## config.mk

```make
export PLATFORM = sky130hd
export DESIGN_NAME = uart_core
export DESIGN_NICKNAME = d
export VERILOG_FILES = /design/src/rtl/uart_core.sv
export SDC_FILE = /design/constraint.sdc
export NUM_CORES = 1
export LEC_CHECK = 0
export BUFFER_PORTS_ARGS = -buffer_cell sky130_fd_sc_hd__buf_4
export CORE_MARGIN = 4
export CORE_UTILIZATION = 55
export DETAILED_ROUTE_END_ITERATION = 10
export GPL_ROUTABILITY_DRIVEN = 0
export PLACE_DENSITY_LB_ADDON = 0.15
export SETUP_SLACK_MARGIN = 0.3
export SYNTH_ARGS = -nofsm -noshare
export SYNTH_HDL_FRONTEND = slang
export SYNTH_SLANG_ARGS = --single-unit
```

## constraint.sdc

```tcl
create_clock -name clk -period 2.7 [get_ports clk]
set_input_delay 0.405 -clock clk [delete_from_list [all_inputs] [get_ports clk]]
set_output_delay 0.405 -clock clk [all_outputs]
set_load 0.005 [all_outputs]
```

## src/rtl/uart_core.sv

```systemverilog
// uart_core: 8N1 UART with an independent receiver and transmitter.
// Define UART_CORE_FRAME_ERR_EN to drop frames whose stop bit reads low.

module uart_core #(
    parameter int CLK_FREQ  = 12000000,
    parameter int UART_FREQ = 115200
) (
    input  logic       clk,
    input  logic       reset,
    input  logic       rx,
    output logic       tx,
    output logic       rx_ready,
    output logic [7:0] rx_data,
    output logic       rx_frame_err,
    input  logic       tx_write,
    input  logic [7:0] tx_data,
    output logic       tx_busy,
    output logic       tx_finished
);

    localparam int DIV  = CLK_FREQ / UART_FREQ;
    localparam int HALF = DIV / 2;
    localparam int CW   = $clog2(DIV + 1);

    localparam logic [CW-1:0] DIV_M1  = CW'(DIV - 1);
    localparam logic [CW-1:0] HALF_M1 = CW'(HALF - 1);

    typedef enum logic [1:0] {
        S_IDLE,
        S_START,
        S_DATA,
        S_STOP
    } state_t;

    // ---------------- receiver ----------------

    logic          rx_meta_q, rx_meta_d;
    logic          rx_sync_q, rx_sync_d;
    logic [1:0]    rx_warm_q, rx_warm_d;
    logic          rx_armed_q, rx_armed_d;
    state_t        rx_state_q, rx_state_d;
    logic [CW-1:0] rx_cnt_q, rx_cnt_d;
    logic [2:0]    rx_bit_q, rx_bit_d;
    logic [7:0]    rx_shift_q, rx_shift_d;
    logic [7:0]    rx_data_q, rx_data_d;
    logic          rx_ready_q, rx_ready_d;
    logic          rx_err_q, rx_err_d;
    logic          rx_tick;
    logic          rx_stop_ok;

    assign rx_tick = (rx_cnt_q == '0);

`ifdef UART_CORE_FRAME_ERR_EN
    assign rx_stop_ok = rx_sync_q;
`else
    assign rx_stop_ok = 1'b1;
`endif

    // RX state register plus synchronizer and datapath flops
    always_ff @(posedge clk or posedge reset) begin
        if (reset) begin
            rx_meta_q  <= 1'b1;
            rx_sync_q  <= 1'b1;
            rx_warm_q  <= 2'b00;
            rx_armed_q <= 1'b0;
            rx_state_q <= S_IDLE;
            rx_cnt_q   <= '0;
            rx_bit_q   <= '0;
            rx_shift_q <= '0;
            rx_data_q  <= '0;
            rx_ready_q <= 1'b0;
            rx_err_q   <= 1'b0;
        end else begin
            rx_meta_q  <= rx_meta_d;
            rx_sync_q  <= rx_sync_d;
            rx_warm_q  <= rx_warm_d;
            rx_armed_q <= rx_armed_d;
            rx_state_q <= rx_state_d;
            rx_cnt_q   <= rx_cnt_d;
            rx_bit_q   <= rx_bit_d;
            rx_shift_q <= rx_shift_d;
            rx_data_q  <= rx_data_d;
            rx_ready_q <= rx_ready_d;
            rx_err_q   <= rx_err_d;
        end
    end

    // RX next state: start on a low line, abort on a glitch, walk bits
    always_comb begin
        rx_state_d = rx_state_q;
        unique case (rx_state_q)
            S_IDLE:  if (rx_armed_q && !rx_sync_q) rx_state_d = S_START;
            S_START: if (rx_tick) rx_state_d = rx_sync_q ? S_IDLE : S_DATA;
            S_DATA:  if (rx_tick && rx_bit_q == 3'd7) rx_state_d = S_STOP;
            S_STOP:  if (rx_tick) rx_state_d = S_IDLE;
            default: rx_state_d = S_IDLE;
        endcase
    end

    // RX datapath: sampling counter, shifter and delivery pulses
    always_comb begin
        rx_meta_d  = rx;
        rx_sync_d  = rx_meta_q;
        rx_warm_d  = {rx_warm_q[0], 1'b1};
        rx_armed_d = rx_armed_q;
        rx_cnt_d   = rx_cnt_q;
        rx_bit_d   = rx_bit_q;
        rx_shift_d = rx_shift_q;
        rx_data_d  = rx_data_q;
        rx_ready_d = 1'b0;
        rx_err_d   = 1'b0;
        // the line must be seen high (past the reset value) before a start
        if (rx_state_q == S_IDLE && rx_sync_q && rx_warm_q[1])
            rx_armed_d = 1'b1;
        unique case (rx_state_q)
            S_IDLE: begin
                if (rx_armed_q && !rx_sync_q) begin
                    rx_armed_d = 1'b0;
                    rx_cnt_d   = HALF_M1;
                end
            end
            S_START: begin
                if (rx_tick) begin
                    rx_cnt_d = rx_sync_q ? '0 : DIV_M1;
                    rx_bit_d = '0;
                end else begin
                    rx_cnt_d = rx_cnt_q - 1'b1;
                end
            end
            S_DATA: begin
                if (rx_tick) begin
                    rx_shift_d = {rx_sync_q, rx_shift_q[7:1]};
                    rx_bit_d   = rx_bit_q + 3'd1;
                    rx_cnt_d   = DIV_M1;
                end else begin
                    rx_cnt_d = rx_cnt_q - 1'b1;
                end
            end
            S_STOP: begin
                if (rx_tick) begin
                    rx_cnt_d = '0;
                    if (rx_stop_ok) begin
                        rx_data_d  = rx_shift_q;
                        rx_ready_d = 1'b1;
                    end else begin
                        rx_err_d = 1'b1;
                    end
                end else begin
                    rx_cnt_d = rx_cnt_q - 1'b1;
                end
            end
            default: rx_cnt_d = '0;
        endcase
    end

    assign rx_ready     = rx_ready_q;
    assign rx_data      = rx_data_q;
    assign rx_frame_err = rx_err_q;

    // ---------------- transmitter ----------------

    state_t        tx_state_q, tx_state_d;
    logic [CW-1:0] tx_cnt_q, tx_cnt_d;
    logic [2:0]    tx_bit_q, tx_bit_d;
    logic [7:0]    tx_shift_q, tx_shift_d;
    logic          tx_q, tx_d;
    logic          tx_busy_q, tx_busy_d;
    logic          tx_fin_q, tx_fin_d;
    logic          tx_tick;

    assign tx_tick = (tx_cnt_q == '0);

    // TX state register and registered line/status outputs
    always_ff @(posedge clk or posedge reset) begin
        if (reset) begin
            tx_state_q <= S_IDLE;
            tx_cnt_q   <= '0;
            tx_bit_q   <= '0;
            tx_shift_q <= '0;
            tx_q       <= 1'b1;
            tx_busy_q  <= 1'b0;
            tx_fin_q   <= 1'b0;
        end else begin
            tx_state_q <= tx_state_d;
            tx_cnt_q   <= tx_cnt_d;
            tx_bit_q   <= tx_bit_d;
            tx_shift_q <= tx_shift_d;
            tx_q       <= tx_d;
            tx_busy_q  <= tx_busy_d;
            tx_fin_q   <= tx_fin_d;
        end
    end

    // TX next state: requests are only honoured from idle
    always_comb begin
        tx_state_d = tx_state_q;
        unique case (tx_state_q)
            S_IDLE:  if (tx_write) tx_state_d = S_START;
            S_START: if (tx_tick) tx_state_d = S_DATA;
            S_DATA:  if (tx_tick && tx_bit_q == 3'd7) tx_state_d = S_STOP;
            S_STOP:  if (tx_tick) tx_state_d = S_IDLE;
            default: tx_state_d = S_IDLE;
        endcase
    end

    // TX datapath and outputs, computed from next state so they register
    always_comb begin
        tx_cnt_d   = tx_cnt_q;
        tx_bit_d   = tx_bit_q;
        tx_shift_d = tx_shift_q;
        unique case (tx_state_q)
            S_IDLE: begin
                if (tx_write) begin
                    tx_shift_d = tx_data;
                    tx_cnt_d   = DIV_M1;
                    tx_bit_d   = '0;
                end
            end
            S_START: begin
                tx_cnt_d = tx_tick ? DIV_M1 : tx_cnt_q - 1'b1;
            end
            S_DATA: begin
                if (tx_tick) begin
                    tx_shift_d = {1'b0, tx_shift_q[7:1]};
                    tx_bit_d   = tx_bit_q + 3'd1;
                    tx_cnt_d   = DIV_M1;
                end else begin
                    tx_cnt_d = tx_cnt_q - 1'b1;
                end
            end
            S_STOP: begin
                tx_cnt_d = tx_tick ? '0 : tx_cnt_q - 1'b1;
            end
            default: tx_cnt_d = '0;
        endcase

        tx_d      = 1'b1;
        tx_busy_d = 1'b0;
        tx_fin_d  = 1'b0;
        unique case (tx_state_d)
            S_START: begin
                tx_d      = 1'b0;
                tx_busy_d = 1'b1;
            end
            S_DATA: begin
                tx_d      = tx_shift_d[0];
                tx_busy_d = 1'b1;
            end
            S_STOP: begin
                tx_busy_d = (tx_cnt_d != '0);
                tx_fin_d  = (tx_cnt_d == '0);
            end
            default: tx_d = 1'b1;
        endcase
    end

    assign tx          = tx_q;
    assign tx_busy     = tx_busy_q;
    assign tx_finished = tx_fin_q;

endmodule

```

---- Word-level counts from Yosys, hierarchy flattened ----
Index checks and enable logic that the tools add are counted.
storage, ports and cells
  register bits ........................... 57
  word-level logic and storage cells ...... 99
operators by class
  mux-type cells .......................... 38
  reductions and logical operators ........ 21
  $add $sub $neg .......................... 4
  equality and inequality tests ........... 18
operators with widths
  cell                                                                    number
  7-bit two-way mux                                                       8
  7-bit case mux with 4 select lines                                      1
  7-bit zero test                                                         3
  7-bit case mux with 3 select lines                                      1
  2-bit two-way mux                                                       9
  8-bit two-way mux                                                       2
  2-bit case mux with 4 select lines                                      2
  8-bit case mux with 2 select lines                                      1
  7-bit by 1-bit subtractor with 7-bit output (second input constant)     2
  2-bit equality test (second input constant)                             6
  3-bit two-way mux                                                       4
  2-bit != test (second input constant)                                   6
  3-bit case mux with 2 select lines                                      2
  7-bit nonzero test                                                      1
  3-bit by 1-bit adder with 3-bit output (second input constant)          2
  2-bit by 1-bit equality test with 1-bit output (second input constant)  3
  3-bit equality test (second input constant)                             2
  1-bit two-way mux                                                       6
  3-bit AND reduction                                                     2
  1-bit logical AND                                                       5
  2-bit zero test                                                         2
  1-bit case mux with 2 select lines                                      2
  2-bit AND reduction                                                     2
  4-bit AND reduction                                                     1
  other kinds (4)                                                         6

---- Logic depth before layout (Yosys ltp) ----
  depth in word-level cells ............... 7
  gate-level depth with buffers ........... 11
  mapped depth without buffers ............ 11

---- Worst setup path before layout ----
Ideal clock, no wire load.
  kind .................................... reg2reg
  start ................................... reg tx_cnt_q[2]
  end ..................................... reg tx_busy_q, in the netlist tx_busy
  path slack .............................. 407 ps
  setup time .............................. 88 ps
  arrival ................................. 2,204 ps
  period minus slack after synthesis ...... 2,293 ps
  data required time ...................... 2,612 ps
  buffers on the path ..................... 0
  cell stages (with the launch flop) ...... 8
  cells stage by stage .................... dfrtp_1 > or4_1 > nor2_2 > o21ai_0 > a22o_1 > ha_1 > a21o_1 > a41oi_1
on the way
  word-level cells in the longest chain between the ends .. 7
  elaborated cells between the ends (all ways) .. 17
RTL lines
  item                                                                                                 line  text
  start: declaration                                                                                   163   logic [CW-1:0] tx_cnt_q, tx_cnt_d;
  start signal: assignment                                                                             185   tx_cnt_q <= tx_cnt_d;
  parallel branches: the longest is 6 deep, another holds 7-bit by 1-bit subtractor with 7-bit output  -
  1-bit case mux with 2 select lines *                                                                 240   unique case (tx_state_d)
  named net tx_busy_d                                                                                  167   logic tx_busy_q, tx_busy_d;
  end signal: assignment                                                                               189   tx_busy_q <= tx_busy_d;
  end: declaration                                                                                     167
Mark *: on every way through the listed nets, which the timed path passes.
A chain may end at the register's enable or synchronous reset.

---- Final worst setup path ----
Same ends and word-level chain as after synthesis.

==> flow_summary.yaml <==
outcome:
  status: "completed"
yosys:
  synth_cell_type_count: 50
  ys_dominant_reg_cell: "sky130_fd_sc_hd__dfrtp_1"
  asyncSetResetFlopFracSynth_pct: 100.0
  yosys-top-cells-count: "sky130_fd_sc_hd__dfrtp_1, sky130_fd_sc_hd__nand2_1, sky130_fd_sc_hd__a21oi_1"
  synthTopCellsByArea: "sky130_fd_sc_hd__dfrtp_1, sky130_fd_sc_hd__ha_1, sky130_fd_sc_hd__mux2_2, sky130_fd_sc_hd__a21oi_1, sky130_fd_sc_hd__nand2_1"
  synth.yosys.seq_area_share_pct: 48.83
  yosys_register_bits: 57
  synthCells: 288
  synth-edff-count: 0
  post-synth-top-count-cell: "sky130_fd_sc_hd__dfrtp_1"
  synth_top_cell_by_area: "sky130_fd_sc_hd__dfrtp_1"
  mappedNetlistNets: 315
  synthesis.area_um2: 2929
  synth_largest_type_area_fraction_pct: 46.13
  synthesis.yosys.warnings: 0
  synth.avg_cell_area_um2: 10.17
power:
  pwrdens_nw_per_um2: 693.8
  register_share_of_total_power_pct: 42.4
  comb_power_share_pct: 13.6
  vdd_drop_max_mv: 0.3683
  p_int_mw: 1.808
  p_sw_mw: 0.6184
  power_frac_clock_pct: 43.9
  sw_frac_of_total_pct: 25.49
  p_leak_nw: 1.684
place:
  preCtsSetupSlack_ns: 0.3191
  detailed_place_hpwl_um: 3933
  port-buffer-count: 23
  dpl.cell_count: 377
grt:
  grt_overflow_total: 0
  antenna_found_initial: 0
  grt_pass1_wl_um: 9570
  grt.total_usage_pct: 19.45
  grt_max_degree: 33
  grt_pass1_vias: 2079
cells_and_area:
  syn_to_final_growth_pct: 19.39
  antenna_cells_inserted: 0
  fillerInstances: 420
  drive_above_1_share_pct: 23.84
  finish.cell_count_without_fillers: 393
  fin_nets: 345
routing:
  totalWireLength_um: 5595
  drtPass1Iterations: 4
  routed-via-count: 2173
  route.antenna.remaining_nets: 0
  vias_per_cell: 5.529
  routedWlPerCell_um: 14.24
  met3RoutedLength_um: 272
  routed-wl-met2_um: 2648
  topRoutingLayerUsed: "met4"
  drc: 0
  detail_route.wirelength.met1_um: 2609
  detailedRoute.firstIterationViolations: 103
worst_setup_path:
  cp_slowest_cell: "sky130_fd_sc_hd__or4_1"
  crit_buf_inv: 0
  timing.critical_path.from_type: "flop"
  maximum_cell_stage_delay_along_the_critical_path_ns: 0.59
  critical_path.endpoint_type: "flop"
  crit_required_ns: 2.96
  worstPathMaxFanout: 8
  worstPathArrival_ns: 2.65
  crit_type: "reg2reg"
  path_delay_family: "simple AND/OR/NAND/NOR gates"
  critical_path.cell_chain: "or4_1 -> nor2_2 -> o21ai_0 -> a22o_1 -> ha_1 -> a21o_1 -> a41oi_1"
cts:
  path_clk_slew_ns: 0.07
  tritoncts_buffers: 9
  ctsHoldBuffers: 0
  htree_depth: 3
  clockRootBuffer: "sky130_fd_sc_hd__clkbuf_8"
  numClockSinks: 57
  worst_case_clock_buffer_depth: 2
  post_cts_buffers: 0
  worst_skew_pair.late_latency_ns: 0.35
  tritoncts_clock_tree: "done"
timing:
  timing_hold_violations_final: 0
  totalNegativeSetupSlack_ns: 0
  unrepaired_setup_endpoints_after_global_routing: "yes"
  worst_slew_margin_rel_pct: 56.72
  worst_max_slew_pin_slew_ns: 0.6493
  slew_viol_final: 0
  skew_ns: 0.01193
  layout_worst_path_cycle_share_pct: 88.42
  peak_clock_frequency_supported_by_timing_mhz: 418.9
  report.final.setup_viol: 0
  period_needed_ns: 2.387
  setup_ws_ns: 0.3127
floorplan:
  core-area_um2: 5140
  die_width_um: 80.98
  fp-row-count: 26
  initial_utilization_pct: 56.99
  design.portCount: 25
  die_h_um: 80.98
  area_enclosed_by_the_die_boundary_um2: 6557
hold_path:
  hold_path.class: "in2async"
flow_run:
  maxCapViolations: 0
-- logic make-up (layout without fill, tap and decap cells) --
family | count (synthesis) | count (layout) | synth area share, %
simple gates | 84 | 84 | 14.87
buf+inv | 30 | 65 | 4.058
flops | 57 | 57 | 48.83
fa+ha+maj | 15 | 15 | 6.408
mux | 18 | 18 | 6.835
compound gates | 80 | 80 | 18.16
other cells | 2 | 2 | 0.2564
xor+xnor | 2 | 2 | 0.5981
-- worst register-to-register path: cells and delay by family, from the launching register on --
family	cells	cell delay (ns)
and+or+nand+nor	2	0.76
AOI/OAI and AO/OA	4	0.75
DFF	1	0.47
adders and majority gates	1	0.32
-- final cells by class --
class / instances / area, µm² / share of cell area (%)
Clock inverter: 7 / 142.6 / 4.079
Inverter: 17 / 63.81 / 1.825
Multi-Input combinational cell: 201 / 1395 / 39.89
Timing Repair Buffer: 32 / 252.7 / 7.227
Clock buffer: 9 / 123.9 / 3.542
Tap cell: 70 / 87.58 / 2.504
Sequential cell: 57 / 1431 / 40.93
-- sequential cells by signal, summed over array words and instances (netlist names), 3 cells and up, named ones only --
signal	cells
rx_bit_q	3
rx_cnt_q	7
rx_data	8
rx_shift_q	8
tx_bit_q	3
tx_cnt_q	7
tx_shift_q	8
-- path summary, 6_finish.rpt --
path,startpoint,end,slack [ns],cells after the start
min reg2reg,rx_warm_q[0],rx_warm_q[1],0.34,0
max reg2reg,tx_cnt_q[2],tx_busy,0.31,7
max,tx_cnt_q[2],tx_busy,0.31,7
min in group clk,rx,rx_meta_q,0.17,1
min,reset,rx_data[6],0.11,2
max in group asynchronous,reset,tx,1.95,3
-- layer usage --
layer | GRT usage, % | up-vias
met3 | 6.541 | 7
met2 | 30.05 | 49
met1 | 25.27 | 1030
met4 | 7.601 | 0
li1 | - | 1087
met5 | 0 | -
-- stage by stage --
stage               hold slack [ns]  utilization, %  cell area, µm²  total power, mW
global placement             0.3346           62.54            3214            1.363
floorplan                    0.3312               -            2929            1.293
CTS                          0.1137           67.72            3481            2.447
global route                 0.1411           68.04            3497            2.551
detailed placement           0.3358           62.54            3214            1.375
finish                       0.1086           68.04            3497            2.426
-- power by group through the flow --
stage / Combinational (mW) / Clock (mW) / Sequential [mW]
finish: 0.330 / 1.07 / 1.03
floorplan: 0.292 / 0 / 1.00
CTS: 0.334 / 1.09 / 1.03
detailed placement: 0.331 / 0 / 1.04
global route: 0.377 / 1.13 / 1.05
global placement: 0.323 / 0 / 1.04
-- cell usage in the layout, fill, tap and decap left out, types with 7 or more instances in the layout --
cell / count
sky130_fd_sc_hd__inv_1: 16
sky130_fd_sc_hd__a21oi_1: 24
sky130_fd_sc_hd__dfrtp_1: 53
sky130_fd_sc_hd__ha_1: 15
sky130_fd_sc_hd__o21ai_0: 16
sky130_fd_sc_hd__nor2_1: 17
sky130_fd_sc_hd__a22oi_1: 7
sky130_fd_sc_hd__nand2b_1: 7
sky130_fd_sc_hd__nand2_1: 28
sky130_fd_sc_hd__mux2_2: 16
sky130_fd_sc_hd__clkbuf_8: 9
sky130_fd_sc_hd__buf_4: 31
-- repair_timing --
item | CTS | global route
endpoints found under the hold margin | 0 | 0
gates resized for setup | 0 | 4
setup endpoints to repair | 0 | 2
Power figures use the tool's default switching activity.
